--- src/rtl/clk_div_if.sv ---
// Signal bundle for clk_div: run-time limit in, divided clock and counter view out.
// Optional `tick` pulse exists only when CLKDIV_TICK_EN is defined.
interface clk_div_if #(
    parameter int WIDTH = 8
);
    // No handshake: lim is a level input sampled on every rising clk edge, and
    // hzX/cnt/tick are registered levels valid for the whole cycle after that edge.
    logic [WIDTH-1:0] lim;
    logic             hzX;
    logic [WIDTH-1:0] cnt;
`ifdef CLKDIV_TICK_EN
    logic             tick;

    modport master (output lim, input hzX, input cnt, input tick);
    modport slave  (input lim, output hzX, output cnt, output tick);
`else
    modport master (output lim, input hzX, input cnt);
    modport slave  (input lim, output hzX, output cnt);
`endif
endinterface

--- src/rtl/clk_div.sv ---
// Programmable 50%-duty clock divider: hzX toggles every lim+1 clk edges (period 2*(lim+1)).
// Optional feature macro CLKDIV_TICK_EN adds a one-cycle `tick` pulse after every hzX toggle.
module clk_div #(
    parameter int WIDTH = 8
) (
    input  logic      clk,
    input  logic      rst,
    clk_div_if.slave  bus
);

    logic [WIDTH-1:0] cnt_q;
    logic [WIDTH-1:0] cnt_d;
    logic             hz_q;
    logic             hz_d;
    logic             terminal;

    // The >= compare (not ==) makes a lim lowered below the current count
    // terminate on the next edge instead of running on to an arithmetic wrap.
    always_comb begin
        terminal = 1'b0;
        cnt_d    = cnt_q;
        hz_d     = hz_q;
        if (cnt_q >= bus.lim) begin
            terminal = 1'b1;
            cnt_d    = '0;
            hz_d     = ~hz_q;
        end else begin
            cnt_d    = cnt_q + WIDTH'(1);
        end
    end

    always_ff @(posedge clk or negedge rst) begin
        if (!rst) begin
            cnt_q <= '0;
            hz_q  <= 1'b0;
        end else begin
            cnt_q <= cnt_d;
            hz_q  <= hz_d;
        end
    end

    assign bus.hzX = hz_q;
    assign bus.cnt = cnt_q;

`ifdef CLKDIV_TICK_EN
    logic tick_q;

    // Registered from the same terminal condition, so it rises on the very edge hzX toggles.
    always_ff @(posedge clk or negedge rst) begin
        if (!rst) begin
            tick_q <= 1'b0;
        end else begin
            tick_q <= terminal;
        end
    end

    assign bus.tick = tick_q;
`endif

endmodule

--- src/flat_wrapper.sv ---
// flat-port wrapper written by rule: the top's interface ports become plain ports
module clk_div_flat 
#(
    parameter int WIDTH = 8
)
  (clk, rst, bus_lim, bus_hzX, bus_cnt);
  clk_div_if #(.WIDTH(WIDTH)) bus_i ();
  input  logic clk;
  input  logic rst;
  input wire logic [$bits(bus_i.lim)-1:0] bus_lim;
  output wire logic [$bits(bus_i.hzX)-1:0] bus_hzX;
  output wire logic [$bits(bus_i.cnt)-1:0] bus_cnt;
  assign bus_i.lim = bus_lim;
  assign bus_hzX = bus_i.hzX;
  assign bus_cnt = bus_i.cnt;
  clk_div #(.WIDTH(WIDTH)) u_core (.clk(clk), .rst(rst), .bus(bus_i));
endmodule
--- config.mk ---
export PLATFORM = sky130hd
export DESIGN_NAME = clk_div_flat
export DESIGN_NICKNAME = d
export VERILOG_FILES = /design/src/rtl/clk_div_if.sv /design/src/rtl/clk_div.sv /design/src/flat_wrapper.sv
export SDC_FILE = /design/constraint.sdc
export NUM_CORES = 1
export LEC_CHECK = 0
export ABC_AREA = 1
export CAP_MARGIN = 10
export CORE_AREA = 10 10 54 56
export CTS_CLUSTER_SIZE = 12
export DETAILED_ROUTE_END_ITERATION = 8
export DIE_AREA = 0 0 64 66
export GPL_ROUTABILITY_DRIVEN = 0
export PLACE_DENSITY_LB_ADDON = 0.15
export SYNTH_ARGS = -nofsm -noshare
export SYNTH_HDL_FRONTEND = slang
export SYNTH_SLANG_ARGS = --single-unit
--- constraint.sdc ---
create_clock -name clk -period 1.98 [get_ports clk]
set_input_delay 0.396 -clock clk [delete_from_list [all_inputs] [get_ports clk]]
set_output_delay 0.396 -clock clk [all_outputs]
set_load 0.005 [all_outputs]
Yosys cells after proc, flatten, opt, wreduce, memory -nomap -nowiden:

Index checks and enable logic that the tools add are counted.
Widths: inputs -> output; s select.

* bits in registers: 9
* bits in latches: 0
* RAM bits: 0
* memory bits (read-only): 0
* bits of input ports: 10
* output and inout port bits: 9
* logic and storage cells: 6
* memories kept: 0

* add/subtract/negate cells: 1
* $mul: 0
* div/mod/pow operators: 0
* $lt $le $gt $ge: 1
* equal/unequal tests: 0
* shifts and indexed selects: 0
* mux-type cells: 1
* bitwise gates (word level): 1
* reduce and logical (&&, ||, !) cells: 0

Operators with widths (count)
* $add 8x1->8 const B: 1
* $ge 8x8->1: 1
* $mux 8: 1
* $not 1->1: 1

Logic depth before layout (Yosys ltp):

Gate-level depths: netlist of the first run.

* depth in word-level cells: 2
* gate-level depth with buffers: 11
* gate-level depth less buffers: 11

Worst setup path before layout of the first run:

OpenSTA, ideal clock, no wires.

* path type: register -> register
* from: reg u_core.cnt_q[3] (netlist: u_core.bus.cnt[3])
* to: reg u_core.hz_q (netlist: u_core.bus.hzX)
* data arrival time: 1.265 ns
* setup slack: 0.598 ns
* stages on the path, launching flop included: 10
* path buffers: 0
* period minus slack after synthesis: 1.382 ns
* cell sequence: dfrtp_1 > ha_1 > nand2_1 > inv_1 > nand2_1 > nand2_1 > nand2_1 > nand3_4 > nand2_1 > nand2_1

* word-level cells in the longest chain between the ends: 1

RTL lines
* start: declaration: line clk_div.sv:11 `logic [WIDTH-1:0] cnt_q;`
* start signal: assignment: line clk_div.sv:37 `cnt_q <= cnt_d;`
* $ge 8x8->1: line clk_div.sv:23 `if (cnt_q >= bus.lim) begin`
* end signal: assignment: line clk_div.sv:38 `hz_q <= hz_d;`
* end: declaration: line clk_div.sv:13 `logic hz_q;`

Every way passes these cells.
A chain may end at the register's enable or synchronous reset.

Worst setup path after layout of the first run:

* from: reg u_core.cnt_q[3] (netlist: u_core.bus.cnt[3])
* to: out bus_cnt[3]

RTL lines
* end: declaration: line flat_wrapper.sv:12 `output wire logic [$bits(bus_i.cnt)-1:0] bus_cnt;`

No word-level cell between the ends.

==> results.ini, run 1 <==
[global_route]
antenna_found_initial = 0
grt_use_total_pct = 7.46
grt_max_degree = 10
grt_pass1_vias = 517
overflow = 0
grt_pass1_wl_um = 2480

[sta]
fmax_mhz = 594
final.period_utilization_pct = 85.1
worst_pin_slew_ps = 435
finalHoldViolCount = 0
fin_setup_tns_ps = 0
setup_viol = 0
relSlewSlack_pct = 70.9
rsz0062_at_grt = no
period_needed_ps = 1680
skew_ps = 9.93
slew_violations = 0

[floorplan]
start_util_pct = 33.4
dieArea_sq_mm = 0.00422
die_h_um = 66
io_pins = 19
core_area_sq_mm = 0.00190
rows = 16
die_w_um = 64

[synth]
synth_edf_count = 0
synthArstFlopShare_pct = 100
synth_cell_types = 16
synth_cells = 77
yosysTopAreaCellShare_pct = 35.5
synth.area.mux_share_pct = 0
synth_top_family_by_area = simple AND/OR/NAND/NOR gates
synth_top_cell_by_area = dfrtp_1
synthSimpleGateAreaFrac_pct = 26.2
syn_area_per_cell_sq_um = 8.24
synthAdderAreaFrac_pct = 17.8
ys_ff_latch = 9
yosysSeqAreaShare_pct = 35.5
netlist_area_sq_um = 634
synth_common_cells = 16 x nand2_1, 15 x inv_1, 9 x dfrtp_1, 9 x ha_1, 9 x nor2_1
synth_warnings = 0
synth.area.top_cells = dfrtp_1 36%, ha_1 18%, nand2_1 9.5%, inv_1 8.9%, xor2_1 5.5%
synth_compound_area_share_pct = 2.76
synth_xor_area_share_pct = 8.28
ys.flop_type = dfrtp_1
yosysMostFrequentCell = nand2_1
postSynthNetCount = 96

[final_layout]
nFillCells = 202
drive_gt1_share_pct = 10.1
diodes = 0
finalNonFillerCells = 126
fin_util_pct = 46.0
multi_input_comb_area_sq_um = 349
seq_area_sq_um = 225
nNetsFinal = 119
area.growth.synth_to_final_pct = 37.9

[placement]
dp_hpwl_um = 1170
dp_cells = 122
io_buffers = 18

[clock_network]
htreeDepth = 1
cts_made_buffers = 3
root_buffer = clkbuf_4
cts_hold_buf = 0
cts.clk_slew.worst_paths_ps = 70
clk_path_buf_depth = 2
cts_sinks = 9
cts_resized = 0
cts_tree = built
cts_setup_buffers = 0
clk_latency_ps = 270

[setup_path]
crit_path_cell_trace = clkdlybuf4s50_1
end_kind = primary output
worstPathRequired_ps = 1580
slowest_delay_ps = 560
critPathLaunchType = register
path_max_fanout = 6
critical_path.slowest_cell = clkdlybuf4s50_1
cp_num_buf_inv = 1
critPathKind = reg2out
cp.arrival_ps = 1290
critPathTopFamily = buffers and inverters

[detailed_routing]
routed_wl_um = 1400
dr_total_vias = 545
wl_per_cell_um = 11.1
drt_first_pass_iters = 4
first_iter_violations = 6
drc = 0
vias_per_cell = 4.33
ant_nets = 0

[run]
max_cap_violations = 0

[power_and_ir_drop]
p_per_area_mw_per_mm2 = 1160
p_leak_uw = 0.000453
ir_drop_v = 0.000631

[outcome]
outcome = finished, final reports clean

[min_path]
holdCritPathClass = in2async

## path summary, 6_finish.rpt
path                       cells after the start  slack [ps]                end               from
max                                            1         300         bus_cnt[3]  u_core.bus.cnt[3]
min reg2reg                                    1         530  u_core.bus.cnt[0]  u_core.bus.cnt[0]
max in group asynchronous                      1        1240  u_core.bus.cnt[3]                rst
min in group clk                               1         530  u_core.bus.cnt[0]  u_core.bus.cnt[0]
min                                            1         430     u_core.bus.hzX                rst
max reg2reg                                    9         460     u_core.bus.hzX  u_core.bus.cnt[3]
## logic make-up after synthesis
family / count (synthesis)
AND/OR/NAND/NOR: 34
flip-flops: 9
adder cells (fa/ha/maj): 9
XOR/XNOR: 6
buffers and inverters: 16
AO/OA/AOI/OAI: 3
## state kept, by name, indices dropped and copies added, names as in the netlist
signal          cells
u_core.bus.hzX      1
u_core.bus.cnt      8
## power by group
group	leakage, uW	internal (uW)	switching, uW
Sequential	0.000114	259	107
Clock	0.0000150	77.8	69.4
Combinational	0.000324	277	222
## cell usage in the layout (no fill, tap or decap)
| master | n |
|---|---|
| a21o_1 | 1 |
| a21oi_1 | 2 |
| clkbuf_1 | 1 |
| clkbuf_4 | 3 |
| clkdlybuf4s50_1 | 18 |
| dfrtp_1 | 9 |
| ha_1 | 9 |
| inv_1 | 15 |
| inv_2 | 1 |
| nand2_1 | 16 |
| nand3_1 | 2 |
| nand3_2 | 1 |
| nand3_4 | 1 |
| nand4_1 | 1 |
| nor2_1 | 9 |
| nor2_2 | 3 |
| nor3_2 | 1 |
| xnor2_1 | 2 |
| xor2_1 | 4 |
## per-stage QoR
stage               cell area, sq um  hold WS, ps  total power, uW  worst slack, ps
finish                           875          430             1010              296
global route                     875          444             1140              219
CTS                              875          431             1040              259
detailed placement               848          524              884             60.2
global placement                 848          525              873             93.9
floorplan                        634          100              634              598
## per-layer routing
layer	track usage, %	share of wire, %	vias up
li1	-	-	280
met1	8.35	44	251
met2	11.3	49	10
met3	3.73	5.7	4
met4	4.10	1.7	0
met5	0	0	-
## cell type report
cell class | count | area share [%]
clock buffers | 4 | 3.00
well taps | 27 | 3.86
repair buffers | 18 | 20.6
flip-flops and latches | 9 | 25.8
inverters | 16 | 6.87
multi-input cells | 52 | 39.9
(Power assumes the default switching activity.)
==> inputs of run 2 (changes only) <==
--- a/config.mk
+++ b/config.mk
@@ -8,10 +8,12 @@
 export ABC_AREA = 1
 export CAP_MARGIN = 10
 export CORE_AREA = 10 10 54 56
+export CTS_BUF_LIST = sky130_fd_sc_hd__clkbuf_8
 export CTS_CLUSTER_SIZE = 12
 export DETAILED_ROUTE_END_ITERATION = 8
 export DIE_AREA = 0 0 64 66
 export GPL_ROUTABILITY_DRIVEN = 0
+export MAX_ROUTING_LAYER = met4
 export PLACE_DENSITY_LB_ADDON = 0.15
 export SYNTH_ARGS = -nofsm -noshare
 export SYNTH_HDL_FRONTEND = slang
==> constraint.sdc (replaced) <==
create_clock -name clk -period 2 [get_ports clk]
set_input_delay 0.4 -clock clk [delete_from_list [all_inputs] [get_ports clk]]
set_output_delay 0.4 -clock clk [all_outputs]
set_load 0.005 [all_outputs]
==> results.ini, run 2 (same netlist as run 1, synthesis figures left out) <==
[setup_path]
critPathKind = in2reg
worstPathRequired_ps = 2120
critPathTopFamily = buffers and inverters
crit_path_cell_trace = clkdlybuf4s50_1 -> inv_1 -> ha_1 -> a21o_1 -> nor2_2 -> nand3_4 -> nand2_1 -> nand2_1
cp_num_buf_inv = 2
critical_path.slowest_cell = clkdlybuf4s50_1
critPathLaunchType = input pin
cp_common_cell = nand2_1
path_max_fanout = 9
end_kind = register
slowest_delay_ps = 450
cp.arrival_ps = 1810

[floorplan]
die_w_um = 64
start_util_pct = 33.4
core_area_sq_mm = 0.00190
io_pins = 19
die_h_um = 66
rows = 16
dieArea_sq_mm = 0.00422

[detailed_routing]
ant_nets = 0
routed_wl_um = 1410
dr_total_vias = 537
drc = 0
wl_per_cell_um = 11.2
drt_first_pass_iters = 4
vias_per_cell = 4.26
first_iter_violations = 9

[clock_network]
cts.clk_slew.worst_paths_ps = 50
cts_resized = 0
cts_tree = built
clk_latency_ps = 230
cts_sinks = 9
clk_path_buf_depth = 2
root_buffer = clkbuf_8
cts_hold_buf = 0
cts_setup_buffers = 0
cts_made_buffers = 3
htreeDepth = 1

[global_route]
grt_pass1_vias = 511
overflow = 0
grt_pass1_wl_um = 2460
antenna_found_initial = 0
grt_max_degree = 10
grt_use_total_pct = 7.60

[sta]
period_needed_ps = 1690
setup_viol = 0
skew_ps = 7.02
fin_setup_tns_ps = 0
finalHoldViolCount = 0
slew_violations = 0
worst_pin_slew_ps = 430
rsz0062_at_grt = no
fmax_mhz = 592
whs_ps = 474
final.period_utilization_pct = 84.4
relSlewSlack_pct = 71.2

[power_and_ir_drop]
p_per_area_mw_per_mm2 = 1190
sw_frac_of_total_pct = 37.5
clkPwrFrac_pct = 19.2
seq_power_share_pct = 34.2
combinationalPowerShare_pct = 46.6
p_sw_uw = 400
p_int_uw = 665
p_leak_uw = 0.000465
ir_drop_v = 0.000733

[placement]
place_area_sq_um = 848
dp_hpwl_um = 1170
dp_cells = 122
io_buffers = 18

[final_layout]
diodes = 0
nFillCells = 200
nNetsFinal = 119
drive_gt1_share_pct = 10.1
stdcell_area_sq_um = 893
largest_reg_flops = 8
area.growth.synth_to_final_pct = 40.8
finalNonFillerCells = 126
layout_commonest_cell = clkdlybuf4s50_1
final_cell_mix = 18 x clkdlybuf4s50_1, 16 x inv_1, 16 x nand2_1

[min_path]
holdCritPathClass = in2async

[outcome]
outcome = finished, final reports clean

[run]
max_cap_violations = 0

[run 2: power by group through the flow]
stage / sequential (uW) / clock (uW) / combinational [uW]
floorplan: 352 / 0 / 276
global placement: 372 / 0 / 492
detailed placement: 370 / 0 / 505
CTS: 368 / 213 / 509
global route: 386 / 224 / 578
finish: 364 / 205 / 496
[run 2: per-layer routing]
layer / track usage, % / vias up / share of wire, %
met3: 3.90 / 2 / 3.6
met5: - / - / 0
met1: 8.73 / 249 / 45
met4: 2.46 / 0 / 1.2
li1: - / 278 / -
met2: 11.2 / 8 / 50
[run 2: cell type report]
| type | count | area, sq um | share of cell area [%] |
|---|---|---|---|
| well taps | 27 | 33.8 | 3.78 |
| repair buffers | 18 | 180 | 20.2 |
| clock buffers | 3 | 41.3 | 4.62 |
| inverters | 16 | 60.1 | 6.72 |
| flip-flops and latches | 9 | 225 | 25.2 |
| multi-input cells | 52 | 349 | 39.1 |
| clock inverters | 1 | 3.75 | 0.420 |
[run 2: metrics by stage]
stage / setup slack (ps) / util [%] / total power, uW
2_1_floorplan: 618 / - / 628
4_1_cts: 319 / 47.0 / 1090
3_3_place_gp: 110 / 44.6 / 864
3_5_place_dp: 76.2 / 44.6 / 875
6_report: 311 / 47.0 / 1060
5_1_grt: 182 / 47.0 / 1190
[run 2: worst paths after layout]
kind                              startpoint                end  slack, ps  cells after the start
max                               bus_lim[7]     u_core.bus.hzX        310                      8
min                                      rst     u_core.bus.hzX        470                      1
max reg2reg                u_core.bus.cnt[3]     u_core.bus.hzX        460                      9
min reg2reg                u_core.bus.cnt[0]  u_core.bus.cnt[0]        530                      1
max in group asynchronous                rst  u_core.bus.cnt[4]       1220                      1
min in group clk           u_core.bus.cnt[0]  u_core.bus.cnt[0]        530                      1
